**src/rtl/quad_pkg.sv**
```systemverilog
// Shared constants and state type for the quad sum-of-squares / square-root datapaths.
package quad_pkg;

  // Sum-of-squares input word: 5 integer + 24 fractional bits
  localparam int C_W    = 29;
  localparam int C_FRAC = 24;

  // Root word: 3 integer + 12 fractional bits
  localparam int R_W    = 15;
  localparam int R_FRAC = 12;

  // Partial remainder width of the restoring digit recurrence
  localparam int REM_W  = 17;

  // Operand shift register: input word plus one guard bit so it pairs up evenly
  localparam int OP_W   = C_W + 1;

  // Iteration counter: one root bit per iteration, counting down to zero
  localparam int CNT_W  = 4;
  localparam logic [CNT_W-1:0] CNT_INIT = 4'(R_W - 1);

  typedef enum logic [1:0] {
    IDLE = 2'd0,
    CALC = 2'd1,
    DONE = 2'd2
  } quad_root_state_e;

endpackage

```
**src/rtl/quad_root_step.sv**
```systemverilog
// One restoring square-root iteration: brings down two operand bits and
// decides the next root bit by trial subtraction of {root, 01}.
module quad_root_step
  import quad_pkg::*;
(
  input  logic [REM_W-1:0] i_rem,
  input  logic [R_W-1:0]   i_root,
  input  logic [1:0]       i_bits,
  output logic [REM_W-1:0] o_rem,
  output logic [R_W-1:0]   o_root
);

  // Two bits wider than the remainder so neither the shifted remainder nor
  // the trial value can wrap before the comparison.
  logic [REM_W+1:0] w_t;
  logic [REM_W+1:0] w_trial;
  logic             w_ge;

  assign w_t     = {i_rem, i_bits};
  assign w_trial = {2'b00, i_root, 2'b01};
  assign w_ge    = (w_t >= w_trial);

  // The true remainder never exceeds 2*root, so dropping the top bits after
  // the subtraction loses nothing.
  assign o_rem  = w_ge ? REM_W'(w_t - w_trial) : REM_W'(w_t);
  assign o_root = R_W'({i_root, w_ge});

endmodule

```
**src/rtl/quad_root.sv**
```systemverilog
// Sequential fixed-point square root: 5+24 sum-of-squares in, 3+12 magnitude
// out, one root bit per cycle behind valid/ready handshakes on both sides.
module quad_root
  import quad_pkg::*;
#(
  parameter int FWL_C = 24,
  parameter int FWL_R = 12
) (
  input  logic           i_clk,
  input  logic           i_rstn,
  input  logic           i_in_valid,
  output logic           o_in_ready,
  input  logic [C_W-1:0] i_c,
  output logic           o_out_valid,
  input  logic           i_out_ready,
  output logic [R_W-1:0] o_r,
  output logic           o_exact
);

  quad_root_state_e r_state;
  quad_root_state_e w_next_state;

  logic [OP_W-1:0]  r_op;
  logic [REM_W-1:0] r_rem;
  logic [R_W-1:0]   r_root;
  logic [CNT_W-1:0] r_cnt;
  logic [R_W-1:0]   r_r;
  logic             r_exact;

  logic             w_accept;
  logic             w_last;
  logic [C_W-1:0]   w_c_wl;
  logic [REM_W-1:0] w_step_rem;
  logic [R_W-1:0]   w_step_root;
  logic [R_W-1:0]   w_r_trunc;

  // Input word-length truncation: clear the fractional bits beyond FWL_C.
  generate
    if (FWL_C == C_FRAC) begin : g_c_full
      assign w_c_wl = i_c;
    end else begin : g_c_trunc
      assign w_c_wl = {i_c[C_W-1:C_FRAC-FWL_C], {(C_FRAC-FWL_C){1'b0}}};
    end
  endgenerate

  quad_root_step u_step (
    .i_rem  (r_rem),
    .i_root (r_root),
    .i_bits (r_op[OP_W-1 -: 2]),
    .o_rem  (w_step_rem),
    .o_root (w_step_root)
  );

  // Output word-length truncation applied to the final root only, so the
  // exactness flag still reflects the full-precision remainder.
  generate
    if (FWL_R == R_FRAC) begin : g_r_full
      assign w_r_trunc = w_step_root;
    end else begin : g_r_trunc
      assign w_r_trunc = {w_step_root[R_W-1:R_FRAC-FWL_R], {(R_FRAC-FWL_R){1'b0}}};
    end
  endgenerate

  // State register.
  always_ff @(posedge i_clk) begin
    if (!i_rstn) begin
      r_state <= IDLE;
    end else begin
      r_state <= w_next_state;
    end
  end

  // Next-state decode plus the accept / final-iteration strobes for the datapath.
  always_comb begin
    w_next_state = r_state;
    w_accept     = 1'b0;
    w_last       = 1'b0;
    case (r_state)
      IDLE: begin
        if (i_in_valid) begin
          w_accept     = 1'b1;
          w_next_state = CALC;
        end
      end
      CALC: begin
        if (r_cnt == '0) begin
          w_last       = 1'b1;
          w_next_state = DONE;
        end
      end
      DONE: begin
        if (i_out_ready) begin
          w_next_state = IDLE;
        end
      end
      default: begin
        w_next_state = IDLE;
      end
    endcase
  end

  // Datapath: load the operand on accept, iterate during CALC, and latch the
  // result on the final iteration; everything is cleared by reset.
  always_ff @(posedge i_clk) begin
    if (!i_rstn) begin
      r_op    <= '0;
      r_rem   <= '0;
      r_root  <= '0;
      r_cnt   <= '0;
      r_r     <= '0;
      r_exact <= 1'b0;
    end else if (w_accept) begin
      r_op   <= {1'b0, w_c_wl};
      r_rem  <= '0;
      r_root <= '0;
      r_cnt  <= CNT_INIT;
    end else if (r_state == CALC) begin
      r_op   <= {r_op[OP_W-3:0], 2'b00};
      r_rem  <= w_step_rem;
      r_root <= w_step_root;
      if (r_cnt != '0) begin
        r_cnt <= r_cnt - 1'b1;
      end
      if (w_last) begin
        r_r     <= w_r_trunc;
        r_exact <= (w_step_rem == '0);
      end
    end
  end

  assign o_in_ready  = (r_state == IDLE);
  assign o_out_valid = (r_state == DONE);
  assign o_r         = r_r;
  assign o_exact     = r_exact;

endmodule
```
**config.mk**
```make
export PLATFORM = sky130hd
export DESIGN_NAME = quad_root
export DESIGN_NICKNAME = d
export VERILOG_FILES = /design/src/rtl/quad_pkg.sv /design/src/rtl/quad_root_step.sv /design/src/rtl/quad_root.sv
export SDC_FILE = /design/constraint.sdc
export NUM_CORES = 1
export LEC_CHECK = 0
export ABC_CLOCK_PERIOD_IN_PS = 3090
export CORE_ASPECT_RATIO = 0.7
export CORE_MARGIN = 2
export CORE_UTILIZATION = 56
export CTS_CLUSTER_DIAMETER = 80
export DETAILED_ROUTE_END_ITERATION = 12
export PLACE_DENSITY = 0.8
export SLEW_MARGIN = 0
export SYNTH_ARGS = -nofsm -noshare
export SYNTH_HDL_FRONTEND = slang
export SYNTH_SLANG_ARGS = --single-unit
```
**constraint.sdc**
```tcl
create_clock -name i_clk -period 3.09 [get_ports i_clk]
set_clock_uncertainty 0.15 [all_clocks]
set_input_delay 0.618 -clock i_clk [delete_from_list [all_inputs] [get_ports i_clk]]
set_output_delay 0.618 -clock i_clk [all_outputs]
set_load 0.01 [all_outputs]
```
=== Word-level counts from Yosys, hierarchy flattened ===
Index checks and enable logic that the tools add are counted.

* $add $sub $neg: 2
* Order comparisons: 1
* Equal/unequal tests: 5
* Mux-type cells: 14
* Bitwise logic cells: 2
* Reduce and logical (&&, ||, !) cells: 11

{| class="wikitable"
|+ Operators by type and width
! cell !! count
|-
| $mux 29 || 2
|-
| $ge 19x17->1 || 1
|-
| $logic_not 17->1 || 1
|-
| $mux 17 || 1
|-
| $sub 17x17->17 || 1
|-
| $mux 4 || 3
|-
| $mux 2 || 3
|-
| $pmux 2 s3 || 1
|-
| $reduce_and 3->1 || 2
|-
| $logic_not 4->1 || 1
|-
| $mux 1 || 4
|-
| $ne 2x2->1 const B || 2
|-
| $reduce_and 2->1 || 2
|-
| $reduce_bool 2->1 || 2
|-
| $reduce_bool 4->1 || 1
|-
| $sub 4x1->4 const B || 1
|-
| $eq 2x1->1 const B || 1
|-
| $eq 2x2->1 const B || 1
|-
| $logic_not 2->1 || 1
|-
| $ne 2x1->1 const B || 1
|-
| $not 1->1 || 2
|-
| $reduce_or 2->1 || 1
|}

* Register bits after elaboration: 84
* Bits of input ports: 33
* Word-level logic and storage cells: 44

=== Depth between registers and ports, before layout ===
* Depth after elaboration: 4
* Depth in mapped cells: 12
* Depth with buffers taken out: 10

=== By module ===
From an unflattened synthesis, not the netlist that was laid out.

* Cell total of the unflattened synthesis: 577
* Area total of the unflattened synthesis: 4634.4 um^2

{| class="wikitable"
|+ Modules (own cells, without submodules)
! module !! times used !! cells an instance !! area each (um^2) !! seq. area each (um^2)
|-
| quad_root || 1 || 420 || 3484.6 || 1681.6
|-
| quad_root_step || 1 || 157 || 1149.9 || 0.0
|}

=== Worst setup path before layout ===
OpenSTA, ideal clock, no wires.

* Path type: register to register
* Start point: register r_root[11]
* End point: register r_exact (netlist: o_exact)
* Library setup time: 0.096 ns
* Data arrival time: 2.205 ns
* Data required time: 2.844 ns
* Slack: 0.640 ns
* Stages on the path, launching flop included: 11
* Path buffers: 0
* Period minus slack after synthesis: 2.450 ns
* Cells stage by stage: dfxtp_1 > inv_1 > ha_1 > a21o_1 > a21oi_2 > nor2_1 > a311o_1 > a311o_1 > nor4_2 > a31oi_1 > o41ai_2

* Cells in the longest elaborated chain, start to end: 3
* Elaborated cells between the ends (all ways): 4

{| class="wikitable"
|+ RTL lines
! element !! line !! text
|-
| start, declared || quad_root.sv:25 || <nowiki>logic [R_W-1:0] r_root;</nowiki>
|-
| start signal, assigned || quad_root.sv:120 || <nowiki>r_root <= w_step_root;</nowiki>
|-
| $sub 17x17->17 / $ge 19x17->1 (equally long branches) || quad_root_step.sv:25, quad_root_step.sv:21 ||
|-
| $mux 17 (*) || quad_root_step.sv:25 || <nowiki>assign o_rem = w_ge ? REM_W'(w_t - w_trial) : REM_W'(w_t);</nowiki>
|-
| $logic_not 17->1 (*) || quad_root.sv:126 || <nowiki>r_exact <= (w_step_rem == '0);</nowiki>
|-
| end signal, assigned || quad_root.sv:126 ||
|-
| end, declared || quad_root.sv:28 || <nowiki>logic r_exact;</nowiki>
|}

Every way passes the cells marked *; elsewhere a longest branch is shown, timed or not.
A chain may end at the register's enable or synchronous reset.

=== Final worst setup path ===
* Start point: register r_root[0]
* End point: register r_exact (netlist: o_exact)

The elaborated chain is that of the path after synthesis.

==> qor.csv <==
metric,value,unit
outcome,finished clean,
Core Area,7840,um2
count of final setup violators,0,
YS warnings,0,
Max Clock Freq,0.340,GHz
Max Root-Sink Buffers,2,
"CP delay by family, top",compound AO/OA/AOI/OAI gates,
Post-CTS Resized,0,
Post-synth EDFFs,0,
P per Cell Area,671,nW/um2
antenna violations before repair,0,
TritonCTS Buffers,9,
crit path kind,reg -> reg,
vias in the first global route,3819,
unrepaired setup endpoints after global routing,no,
"Setup Fix Bufs, Post-CTS",0,
Sink Count,84,
top-level port count,51,
total negative slack,0,ps
CP required,3180,ps
startpoint types,flip-flop,
Clock Latency Late Sink,340,ps
Post-Syn Area per Cell,8.16,um2
share of cells above drive strength 1,7.85,%
Initial Util,57.5,%
CP peak stage delay,410,ps
synthesis-stage register bit count,84,
Gate power share,34.9,%
Slew @ Worst Pin,569,ps
top_reg_cell synth,dfxtp_1,
final period utilization,95.1,%
CP bufs+invs,1,
CTS tree,done,
final WL,11400,um
Switching Share,34.2,%
Die Y,79.0,um
final hold viol count,0,
dpl hpwl,8290,um
Site Rows,27,
Total GRT Usage,26.2,%
Routed Antenna Nets,0,
gr ovfl total,0,
worst path cell trace,inv_1 -> ha_1 -> nor2b_4 -> o31a_1 -> nor2_1 -> o31ai_1 -> nand2_1 -> o211ai_1 -> o21ai_0 -> o41ai_2,
via count,4124,
Port-buffer cells,50,
CP max FO,5,
Clock power frac,31.6,%
# DRC,0,
largest cells by area after synthesis,"dfxtp_1, nand2_1, a21boi_0, ha_1, a22oi_1",
Max H-tree Level,3,
Leakage,1.98,nW
DR vias/cell,5.89,
Mapped Nets,604,
"Cell Area, Synth",4500,um2
DR iter-0 viols,292,
"Area growth, synth to finish",20.1,%
# diodes,0,
crit path max-delay cell type,o31ai_1,
Setup crit end kind,flip-flop,
chip width,111,um
Pre-antenna DRT Iters,5,
Seq pwr share,33.5,%
Synth top cells by count,"nand2_1, dfxtp_1, a21boi_0",
VDD IR max,0.489,mV
Gate Count Post-Synth,552,
Internal,2.39,mW
top cell type's share of synthesized area,37.3,%
Root Buffer,clkbuf_16,
register area share after synthesis,37.3,%
Finished Cell Area,5410,um2
min-delay src,r_op[4]$_SDFFE_PN0P_,
first-pass GRT wire length,18600,um
DR WL/cell,16.3,um
launch point of the worst reg-to-reg path,r_root[0]$_SDFFE_PP0P_,
"Async S/R FF share, synth",0,%
Die Footprint,8790,um2
CP startpoint,r_root[0]$_SDFFE_PP0P_,
"count leader, synth",nand2_1,
crit path DAT,3030,ps
number of library cell types mapped by synthesis,58,
placed cell areas,5090,um2
Hold/Removal Path Class,reg -> reg,
nets,647,
Slew headroom,62.0,%
Final GP Congestion,0.885,
NetSw,1.24,mW
Worst-path clk slew,60,ps
largest net degree at the start of global routing,39,
hold buffer count at cts,0,
Max Cap Violations,0,
final slew viol count,0,
crit path time final,2940,ps
largest area contributor in the netlist,dfxtp_1,
## worst register-to-register path, cell delays in order (launching register included)
cell and delay, ps:
dfxtp_1 370, inv_1 60, ha_1 400, nor2b_4 210, o31a_1 210, nor2_1 80, o31ai_1 410, nand2_1 140
o211ai_1 210, o21ai_0 220, o41ai_2 390
## registers in the layout, summed over array words and instances, names as in the netlist
register and flops:
r_op 30, o_exact 1, o_r 15, r_cnt 4
r_root 15, r_state 2, r_rem 17
## metal layers
metal,global-route usage (%),share of wire [%],vias to the layer above
li1,-,-,2037
met1,38.1,49,1955
met2,39.6,44,120
met3,5.57,6.0,12
met4,6.67,1.1,0
met5,0,0,-
## power by group through the flow
| stage | registers, mW | clock network [mW] | logic (mW) |
|---|---|---|---|
| 6_report | 1.22 | 1.15 | 1.27 |
| 5_1_grt | 1.22 | 1.20 | 1.38 |
| 4_1_cts | 1.21 | 1.15 | 1.25 |
| 3_5_place_dp | 1.24 | 0 | 1.24 |
| 3_3_place_gp | 1.23 | 0 | 1.21 |
| 2_1_floorplan | 1.22 | 0 | 0.955 |
## per-stage QoR
step / cells / worst slack (ps) / hold slack [ps] / power (mW) / util (%)
3_3_place_gp: 685 / 342 / 296 / 2.44 / 65.0
2_1_floorplan: 552 / 640 / 282 / 2.17 / -
6_report: 700 / 151 / 315 / 3.63 / 69.0
4_1_cts: 700 / 243 / 316 / 3.61 / 69.0
5_1_grt: 700 / 0.201 / 332 / 3.81 / 69.0
3_5_place_dp: 685 / 268 / 307 / 2.48 / 65.0
## cells by family after synthesis
| family | Yosys count | synth area share (%) |
|---|---|---|
| AND/OR/NAND/NOR | 195 | 18.6 |
| AO/OA/AOI/OAI | 177 | 28.8 |
| flip-flops | 84 | 37.3 |
| buffers and inverters | 54 | 5.25 |
| adder cells (fa/ha/maj) | 19 | 5.28 |
| XOR/XNOR | 14 | 2.72 |
| multiplexers | 9 | 2.03 |
## layout make-up
cell class,instances,area (um2)
multi-input cells,414,2590
clock inverters,4,73.8
inverters,21,78.8
fillers,638,2430
flip-flops and latches,84,1680
repair buffers,65,613
clock buffers,11,243
well taps,101,126
## cells in the final DEF (no fill, tap or decap), types with 3 or more instances in the layout
cell / count
ha_1: 19
nor3b_1: 4
o21ai_2: 3
nor2_1: 40
inv_1: 21
a21o_1: 4
nor3_1: 10
nand3_1: 11
nand2_1: 111
o211ai_1: 8
a211oi_1: 13
nor4_1: 4
buf_4: 15
o21a_1: 10
a31oi_1: 3
mux2i_1: 8
o21ai_0: 6
a21oi_1: 32
xor2_1: 9
clkbuf_16: 9
xnor2_1: 5
dfxtp_1: 84
a22oi_1: 27
clkdlybuf4s50_1: 50
a21boi_0: 45
## path summary, 6_finish.rpt
path                     endpoint  depth (start not counted)  slack [ps]
max          o_exact$_SDFFE_PN0P_                         10         150
min          r_op[4]$_SDFFE_PN0P_                          2         310
max reg2reg  o_exact$_SDFFE_PN0P_                         10         150
min reg2reg  r_op[4]$_SDFFE_PN0P_                          2         310
(Power assumes the default switching activity.)
